`config.mk`:
```
export PLATFORM = sky130hd
export DESIGN_NAME = int_ctrl_flat
export DESIGN_NICKNAME = d
export VERILOG_FILES = /design/src/rtl/int_ctrl_if.sv /design/src/rtl/int_ctrl.sv /design/src/flat_wrapper.sv
export SDC_FILE = /design/constraint.sdc
export NUM_CORES = 1
export LEC_CHECK = 0
export ABC_AREA = 0
export CORE_MARGIN = 4
export CORE_UTILIZATION = 29
export CTS_BUF_LIST = sky130_fd_sc_hd__clkbuf_8 sky130_fd_sc_hd__clkbuf_16
export DETAILED_ROUTE_END_ITERATION = 16
export HOLD_SLACK_MARGIN = 0.1
export SLEW_MARGIN = 20
export SYNTH_ARGS = -nofsm -noshare
export SYNTH_HDL_FRONTEND = slang
export SYNTH_SLANG_ARGS = --single-unit
```
`constraint.sdc`:
```
create_clock -name clk -period 1.9 [get_ports clk]
set_clock_uncertainty 0.05 [all_clocks]
set_input_delay 0.19 -clock clk [delete_from_list [all_inputs] [get_ports clk]]
set_output_delay 0.19 -clock clk [all_outputs]
set_load 0.005 [all_outputs]
```
`src/rtl/int_ctrl_if.sv`:
```
// Signal bundle between int_ctrl and its control unit / CPU side.
// The master modport drives request lines and strobes; the slave modport is the controller.
interface int_ctrl_if #(
    parameter int NUM_SRC = 4,
    parameter int IDW     = 2
);
    logic [NUM_SRC-1:0] irq_in;
    logic               mask_we;
    logic [NUM_SRC-1:0] mask_wdata;
    logic               int_ack;
    logic               int_ret;
    logic               int_sig;
    logic [IDW-1:0]     int_id;
    logic [7:0]         int_vec;
    logic [NUM_SRC-1:0] pending;
    logic [NUM_SRC-1:0] mask;
    logic               in_service;

    modport master (
        output irq_in, mask_we, mask_wdata, int_ack, int_ret,
        input  int_sig, int_id, int_vec, pending, mask, in_service
    );

    modport slave (
        input  irq_in, mask_we, mask_wdata, int_ack, int_ret,
        output int_sig, int_id, int_vec, pending, mask, in_service
    );
endinterface

```
`src/rtl/int_ctrl.sv`:
```
// Edge-latching, fixed-priority interrupt controller with IDLE/REQ/ACTIVE handshake.
// Optional INTC_SYNC_EN inserts a two-flop synchroniser ahead of edge detection.
module int_ctrl #(
    parameter int                 NUM_SRC  = 4,
    parameter int                 IDW      = 2,
    parameter logic [7:0]         VEC_BASE = 8'h01,
    parameter logic [NUM_SRC-1:0] MASK_RST = '0
) (
    input  logic         clk,
    input  logic         rst,
    int_ctrl_if.slave    bus
);
    typedef enum logic [1:0] {
        S_IDLE   = 2'd0,
        S_REQ    = 2'd1,
        S_ACTIVE = 2'd2
    } state_t;

    state_t             state_reg, state_next;
    logic [NUM_SRC-1:0] irq_s;
    logic [NUM_SRC-1:0] irq_q_reg;
    logic [NUM_SRC-1:0] irq_edge;
    logic [NUM_SRC-1:0] pending_reg;
    logic [NUM_SRC-1:0] mask_reg;
    logic [NUM_SRC-1:0] ack_clr;
    logic [NUM_SRC-1:0] cand;
    logic [IDW-1:0]     win_id;
    logic [IDW-1:0]     int_id_reg, int_id_next;
    logic [7:0]         int_vec_reg;
    logic               int_sig_reg;
    logic               in_service_reg;

`ifdef INTC_SYNC_EN
    logic [NUM_SRC-1:0] sync_a_reg, sync_b_reg;

    always_ff @(posedge clk) begin
        if (rst) begin
            sync_a_reg <= '0;
            sync_b_reg <= '0;
        end else begin
            sync_a_reg <= bus.irq_in;
            sync_b_reg <= sync_a_reg;
        end
    end

    assign irq_s = sync_b_reg;
`else
    assign irq_s = bus.irq_in;
`endif

    // History tracks the line level during reset so a line already high at release is not an edge.
    always_ff @(posedge clk) begin
        irq_q_reg <= irq_s;
    end

    assign irq_edge = irq_s & ~irq_q_reg;

    generate
        for (genvar gi = 0; gi < NUM_SRC; gi++) begin : g_src
            assign ack_clr[gi] = (state_reg == S_REQ) && bus.int_ack && (int_id_reg == IDW'(gi));

            // A coincident new edge beats the acknowledge clear.
            always_ff @(posedge clk) begin
                if (rst) begin
                    pending_reg[gi] <= 1'b0;
                end else begin
                    pending_reg[gi] <= irq_edge[gi] | (pending_reg[gi] & ~ack_clr[gi]);
                end
            end
        end
    endgenerate

    always_ff @(posedge clk) begin
        if (rst) begin
            mask_reg <= MASK_RST;
        end else if (bus.mask_we) begin
            mask_reg <= bus.mask_wdata;
        end
    end

    assign cand = pending_reg & ~mask_reg;

    always_comb begin
        win_id = '0;
        for (int i = NUM_SRC - 1; i >= 0; i--) begin
            if (cand[i]) begin
                win_id = IDW'(i);
            end
        end
    end

    always_comb begin
        state_next  = state_reg;
        int_id_next = int_id_reg;
        case (state_reg)
            S_IDLE: begin
                if (|cand) begin
                    state_next  = S_REQ;
                    int_id_next = win_id;
                end
            end
            S_REQ: begin
                if (bus.int_ack) begin
                    state_next = S_ACTIVE;
                end
            end
            S_ACTIVE: begin
                if (bus.int_ret) begin
                    state_next = S_IDLE;
                end
            end
            default: begin
                state_next = S_IDLE;
            end
        endcase
    end

    always_ff @(posedge clk) begin
        if (rst) begin
            state_reg      <= S_IDLE;
            int_id_reg     <= '0;
            int_vec_reg    <= VEC_BASE;
            int_sig_reg    <= 1'b0;
            in_service_reg <= 1'b0;
        end else begin
            state_reg      <= state_next;
            int_id_reg     <= int_id_next;
            int_vec_reg    <= VEC_BASE + 8'(int_id_next);
            int_sig_reg    <= (state_next == S_REQ);
            in_service_reg <= (state_next == S_ACTIVE);
        end
    end

    assign bus.int_sig    = int_sig_reg;
    assign bus.int_id     = int_id_reg;
    assign bus.int_vec    = int_vec_reg;
    assign bus.pending    = pending_reg;
    assign bus.mask       = mask_reg;
    assign bus.in_service = in_service_reg;
endmodule

```
`src/flat_wrapper.sv`:
```
// flat-port wrapper written by rule: the top's interface ports become plain ports
module int_ctrl_flat 
#(
    parameter int                 NUM_SRC  = 4,
    parameter int                 IDW      = 2,
    parameter logic [7:0]         VEC_BASE = 8'h01,
    parameter logic [NUM_SRC-1:0] MASK_RST = '0
)
  (clk, rst, bus_irq_in, bus_mask_we, bus_mask_wdata, bus_int_ack, bus_int_ret, bus_int_sig, bus_int_id, bus_int_vec, bus_pending, bus_mask, bus_in_service);
  int_ctrl_if #(.NUM_SRC(NUM_SRC), .IDW(IDW)) bus_i ();
  input  logic clk;
  input  logic rst;
  input wire logic [$bits(bus_i.irq_in)-1:0] bus_irq_in;
  input wire logic [$bits(bus_i.mask_we)-1:0] bus_mask_we;
  input wire logic [$bits(bus_i.mask_wdata)-1:0] bus_mask_wdata;
  input wire logic [$bits(bus_i.int_ack)-1:0] bus_int_ack;
  input wire logic [$bits(bus_i.int_ret)-1:0] bus_int_ret;
  output wire logic [$bits(bus_i.int_sig)-1:0] bus_int_sig;
  output wire logic [$bits(bus_i.int_id)-1:0] bus_int_id;
  output wire logic [$bits(bus_i.int_vec)-1:0] bus_int_vec;
  output wire logic [$bits(bus_i.pending)-1:0] bus_pending;
  output wire logic [$bits(bus_i.mask)-1:0] bus_mask;
  output wire logic [$bits(bus_i.in_service)-1:0] bus_in_service;
  assign bus_i.irq_in = bus_irq_in;
  assign bus_i.mask_we = bus_mask_we;
  assign bus_i.mask_wdata = bus_mask_wdata;
  assign bus_i.int_ack = bus_int_ack;
  assign bus_i.int_ret = bus_int_ret;
  assign bus_int_sig = bus_i.int_sig;
  assign bus_int_id = bus_i.int_id;
  assign bus_int_vec = bus_i.int_vec;
  assign bus_pending = bus_i.pending;
  assign bus_mask = bus_i.mask;
  assign bus_in_service = bus_i.in_service;
  int_ctrl #(.NUM_SRC(NUM_SRC), .IDW(IDW), .VEC_BASE(VEC_BASE), .MASK_RST(MASK_RST)) u_core (.clk(clk), .rst(rst), .bus(bus_i));
endmodule
```
==> results of run 1 <==
## metrics by stage
step                      setup WS [ps]  cells  utilization [%]  hold slack [ps]
after detailed placement            347    133             42.2              432
after floorplan                     502     84                -              168
after CTS                           338    137             43.9              358
after global placement              421    133             42.2              422
final                               346    137             43.9              360
after global routing                265    137             43.9              355
## kinds of logic after synthesis
kind of cell / count (synthesis) / share of synthesized area (%)
and+or+nand+nor: 21 / 16.7
AOI/OAI and AO/OA: 21 / 16.1
adders and majority gates: 1 / 1.55
DFF: 21 / 51.9
buffers and inverters: 10 / 7.11
other: 1 / 0.463
muxes: 5 / 6.18
## critical path: cells and delay by family, from the launching register on
family / cells / cell delay (ps)
AOI/OAI and AO/OA: 1 / 80
and+or+nand+nor: 2 / 330
adders and majority gates: 1 / 290
muxes: 1 / 310
DFF: 1 / 370
## metal layers
metal / wire, um / vias up
li1: - / 320
met1: 706 / 295
met2: 749 / 23
met3: 167 / 2
met4: 10 / 0
met5: 0 / -
## path summary, 6_finish.rpt
check                                         start                    end  slack, ps
worst max-delay path            u_core.state_reg[0]  u_core.bus.int_vec[1]        350
worst min-delay path                  bus_irq_in[0]    u_core.irq_q_reg[0]        360
worst max register to register  u_core.state_reg[0]  u_core.bus.int_vec[1]        350
worst min register to register  u_core.irq_q_reg[2]  u_core.bus.pending[2]        430
## layout make-up
type,count,area (um^2)
Clock buffer,3,41.3
Fill cell,262,1440
Inverter,2,7.51
Timing Repair Buffer,27,270
Sequential cell,21,420
Tap cell,30,37.5
Multi-Input combinational cell,53,347
Clock inverter,1,3.75
## power by group
group | leakage, nW | internal, mW | total [mW] | switching, mW
clock network | 0.0269 | 0.143 | 0.277 | 0.134
logic | 0.237 | 0.113 | 0.185 | 0.0721
registers | 0.174 | 0.478 | 0.504 | 0.0262
total | 0.437 | 0.734 | 0.966 | 0.232
## synth_stat cells (all sizes together)
cell type and count:
a211o 2, a211oi 2, a21boi 1, a21oi 8, a31oi 2, buf 6, clkbuf 2, conb 1
dfxtp 21, ha 1, inv 2, mux2i 5, nand2 1, nand2b 6, nand3b 1, nand4b 1
nand4bb 1, nor2 6, nor2b 4, o21ai 5, o2bb2ai 1, or3b 1
==> impl_metrics.yaml, run 1 <==
clocking:
  ctsHoldBuffers: 0
  cts_tree: "yes"
  cts_buffer_depth: 2
  cts_buffers: 3
  clk_pin_slew_ps: 70
  worstSkewPairLatency_ps: 250
  htree_levels: 1
  cts_resized: 0
  root_buffer: "clkbuf_8"
  cts_sinks: 21
  post-cts-setup-buffers: 0
detailed_routing:
  vias_per_cell: 4.67
  post-route-drc-count: 0
  drt_wl_total_um: 1630
  drt_iter0_drc: 6
  wl_per_cell_um: 11.9
  vias: 640
  ant_nets: 0
  first_pass_iters: 3
logic_synthesis:
  synth_top_area_share_pct: 51.9
  synth_area_um2: 810
  yosysTopAreaCell: "dfxtp_1"
  ys_types: 25
  synth_seq_area_share_pct: 51.9
  synth_cells: 80
  syn_avg_cell_area_um2: 10.1
  synth_seq_cells: 21
  ys_warn_count: 0
  synth.area.top_cells: "dfxtp_1 (52%), mux2i_1 (6.2%), a21oi_1 (4.9%)"
critical_path:
  crit_slowest_cell: "dfxtp_1"
  cp-start-kind: "flop"
  end_kind: "flop"
  critPathArrivalTime_ps: 1630
  ff2ff_path_depth: 5
  max_stage_delay_ps: 370
  crit_chain: "nor2_2 > mux2i_1 > a21oi_1 > ha_1 > nor2b_1"
  crit_required_ps: 1970
  worstSetupPathType: "flop to flop"
  critPathMaxFanout: 7
power:
  p_leak_nw: 0.437
  ir_worst_vdd_mv: 0.413
  finalPower_uw: 966
  p_per_area_mw_per_mm2: 857
timing:
  rsz0062_at_grt: "false"
  worstMarginPinSlew_ps: 606
  hold_violations: 0
  finalSetupViolations: 0
  fin_crit_ps: 1550
  layout_worst_path_cycle_share_pct: 81.8
  tns_ps: 0
  maxClockFrequency_mhz: 644
  slew_violations: 0
  relSlewSlack_pct: 59.5
placement:
  dpl_cell_area_mm2: 0.00108
  gp_congestion: 0.813
  detailed_place_hpwl_um: 1270
  port_buffers: 27
finish:
  n_antenna_cell: 0
  area_growth_pct: 39.3
  drive_above_1_share_pct: 5.61
  final_common_cell: "clkdlybuf4s50_1"
  finish.instance_area_mm2: 0.00113
  final_nets: 122
  final_cell_mix: "clkdlybuf4s50_1 (27), dfxtp_1 (21), a21oi_1 (8)"
grt:
  antenna_found_initial: 0
  met1_usage_pct: 11.2
  grt_start_max_net_pins: 18
  top_usage_layer: "met2"
  grt_pass1_vias: 598
  grt_use_met2_pct: 14.5
  grt_pass1_wl_um: 2550
  grt_overflow: 0
  grt_use_met3_pct: 4.26
  grt.total_usage_pct: 9.32
flow_run:
  drv_cap: 0
die:
  start_util_pct: 31.5
  core_area_mm2: 0.00257
  num_rows: 18
  die_h_um: 60.8
  num_io_pins: 33
  design.die.area_mm2: 0.00370
  die_w_um: 60.8
hold_path:
  hold_path.class: "primary input to flop"
  hold_depth: 1
outcome:
  status: "finished clean"
No activity file was read; power rests on OpenSTA's default activity.
==> inputs of run 2 (changes only) <==
==> constraint.sdc (replaced) <==
create_clock -name clk -period 1.34 [get_ports clk]
set_clock_uncertainty 0.05 [all_clocks]
set_input_delay 0.134 -clock clk [delete_from_list [all_inputs] [get_ports clk]]
set_output_delay 0.134 -clock clk [all_outputs]
set_load 0.005 [all_outputs]
==> run 2 against run 1 <==
  * Global-route usage increased by 1.4 points
  * Sequential cell count unchanged
  * The run now ends with negative setup slack left
  * Count of clock-buffer cells in the layout unchanged
  * Cell count increased by 9.5%
  * Combinational power increased by 79%
  * Non-clock buffer count increased by 13
  * Sequential power increased by 41%
  * Total power increased by 49%
  * Core utilization increased by 5.8 points
  * Via count increased by 5.6%
  * Critical path depth unchanged
  * Clock power increased by 42%
  * Largest cell class unchanged
==> impl_metrics.yaml, run 2 (synthesized netlist as in run 1, its figures left out) <==
outcome:
  status: "finished, violations left"
  violations: "negative setup slack"
placement:
  port_buffers: 27
  dp_cells: 145
  detailed_place_hpwl_um: 1360
  dpl_cell_area_mm2: 0.00118
  gp_congestion: 0.766
grt:
  grt.total_usage_pct: 10.7
  antenna_found_initial: 0
  grt_pass1_vias: 686
  grt_start_max_net_pins: 12
  grt_overflow: 0
  grt_pass1_wl_um: 2880
finish:
  area_growth_pct: 57.5
  multi_input_area_um2: 379
  final_nets: 135
  nFillCells: 255
  drive_above_1_share_pct: 25.8
  n_antenna_cell: 0
  layout.cells.non_filler: 150
  final_cell_mix: "clkdlybuf4s50_1 (19), buf_4 (13), dfxtp_1 (13), a21oi_1 (8), dfxtp_2 (7)"
  finish.instance_area_mm2: 0.00127
  regArea_um2: 433
  final_common_cell: "clkdlybuf4s50_1"
timing:
  hold_violations: 0
  finalSetupViolations: 1
  layout_worst_path_cycle_share_pct: 101
  slew_violations: 0
  rsz0062_at_grt: "true"
  maxClockFrequency_mhz: 739
  fin_ws_ps: -13.8
  fin_crit_ps: 1350
  whs_ps: 304
power:
  ir_worst_vdd_mv: 0.601
  p_per_area_mw_per_mm2: 1130
  p_leak_nw: 0.590
die:
  die_h_um: 60.8
  die_w_um: 60.8
  core_area_mm2: 0.00257
  start_util_pct: 31.5
  design.die.area_mm2: 0.00370
  num_rows: 18
  num_io_pins: 33
clocking:
  cts_buffer_depth: 2
  cts_tree: "yes"
  clk_pin_slew_ps: 70
  worstSkewPairLatency_ps: 250
  htree_levels: 1
  ctsHoldBuffers: 0
  root_buffer: "clkbuf_8"
  cts_sinks: 21
  cts_buffers: 3
hold_path:
  hold_path.class: "primary input to flop"
  hold_depth: 1
critical_path:
  max_stage_delay_ps: 340
  crit_required_ps: 1430
  critPathMaxFanout: 4
  cp.depth: 5
  critPathArrivalTime_ps: 1450
  ff2ff_path_depth: 5
  critPathBufInv: 0
  worstSetupPathType: "flop to flop"
  crit_slowest_cell: "dfxtp_2"
  crit_chain: "nor2_4 > mux2i_1 > a21oi_1 > ha_1 > nor2b_1"
  cp-start-kind: "flop"
  end_kind: "flop"
  cpLargestDelayFamily: "flip-flops"
detailed_routing:
  first_pass_iters: 4
  vias: 676
  vias_per_cell: 4.51
  post-route-drc-count: 0
  ant_nets: 0
  wl_per_cell_um: 11.5
  drt_iter0_drc: 12
  drt_wl_total_um: 1720
flow_run:
  drv_cap: 0
[run 2: cell count changes in the layout (fill, tap and decap cells not counted), moves of 2 or more]
cell             previous run  this run
buf_4                       0        13
dlygate4sd2_1               0         4
dlymetal6s2s_1              0         4
dfxtp_1                    21        13
nor2b_1                     4         2
clkdlybuf4s50_1            27        19
dfxtp_2                     0         7
nor2b_2                     0         2
[run 2: repair_timing]
item | in CTS | in global routing
pin swaps | 2 | 1
endpoints found under the setup margin | 8 | 7
gates cloned | 0 | 0
gates resized for setup | 9 | 10
buffers inserted | 0 | 1
[run 2: metrics by stage]
step | worst slack (ps) | power, mW | setup TNS (ps) | utilization (%)
2_1_floorplan | 1.16 | 0.867 | 0 | -
3_3_place_gp | 24.6 | 1.05 | 0 | 46.0
3_5_place_dp | 3.68 | 1.05 | 0 | 46.0
4_1_cts | 2.96 | 1.45 | 0 | 47.8
5_1_grt | -80.8 | 1.52 | -87.8 | 49.7
6_report | -13.8 | 1.44 | -13.8 | 49.7
[run 2: cell type report]
cell class / instances / area share [%]
sequential: 21 / 34.0
multi-input combinational: 53 / 29.7
timing repair buffer: 40 / 29.2
clock buffer: 3 / 3.24
tap: 30 / 2.94
inverter: 2 / 0.589
clock inverter: 1 / 0.294
[run 2: layer usage]
layer  up-vias  track usage [%]  part of all wire, %
li1        346                -                    -
met1       306             12.8                   43
met2        22             16.8                   47
met3         2             3.83                  8.6
met4         0             5.57                 0.41
met5         -                0                    0
[run 2: worst reg2reg max path, cell delays in order (launching register included)]
cell	delay [ps]
dfxtp_2	340
nor2_4	150
mux2i_1	250
a21oi_1	70
ha_1	260
nor2b_1	120
[run 2: final timing paths]
kind	slack, ps	startpoint	end
worst min-delay path	300	bus_irq_in[2]	u_core.irq_q_reg[2]
worst max-delay path	-10	u_core.state_reg[1]	u_core.bus.int_vec[1]
worst min register to register	430	u_core.irq_q_reg[0]	u_core.bus.pending[0]
worst max register to register	-10	u_core.state_reg[1]	u_core.bus.int_vec[1]
[run 2: report_power, final]
group,total (mW),internal [mW],switching [mW]
Clock,0.392,0.204,0.188
Sequential,0.713,0.682,0.0315
Combinational,0.332,0.207,0.125
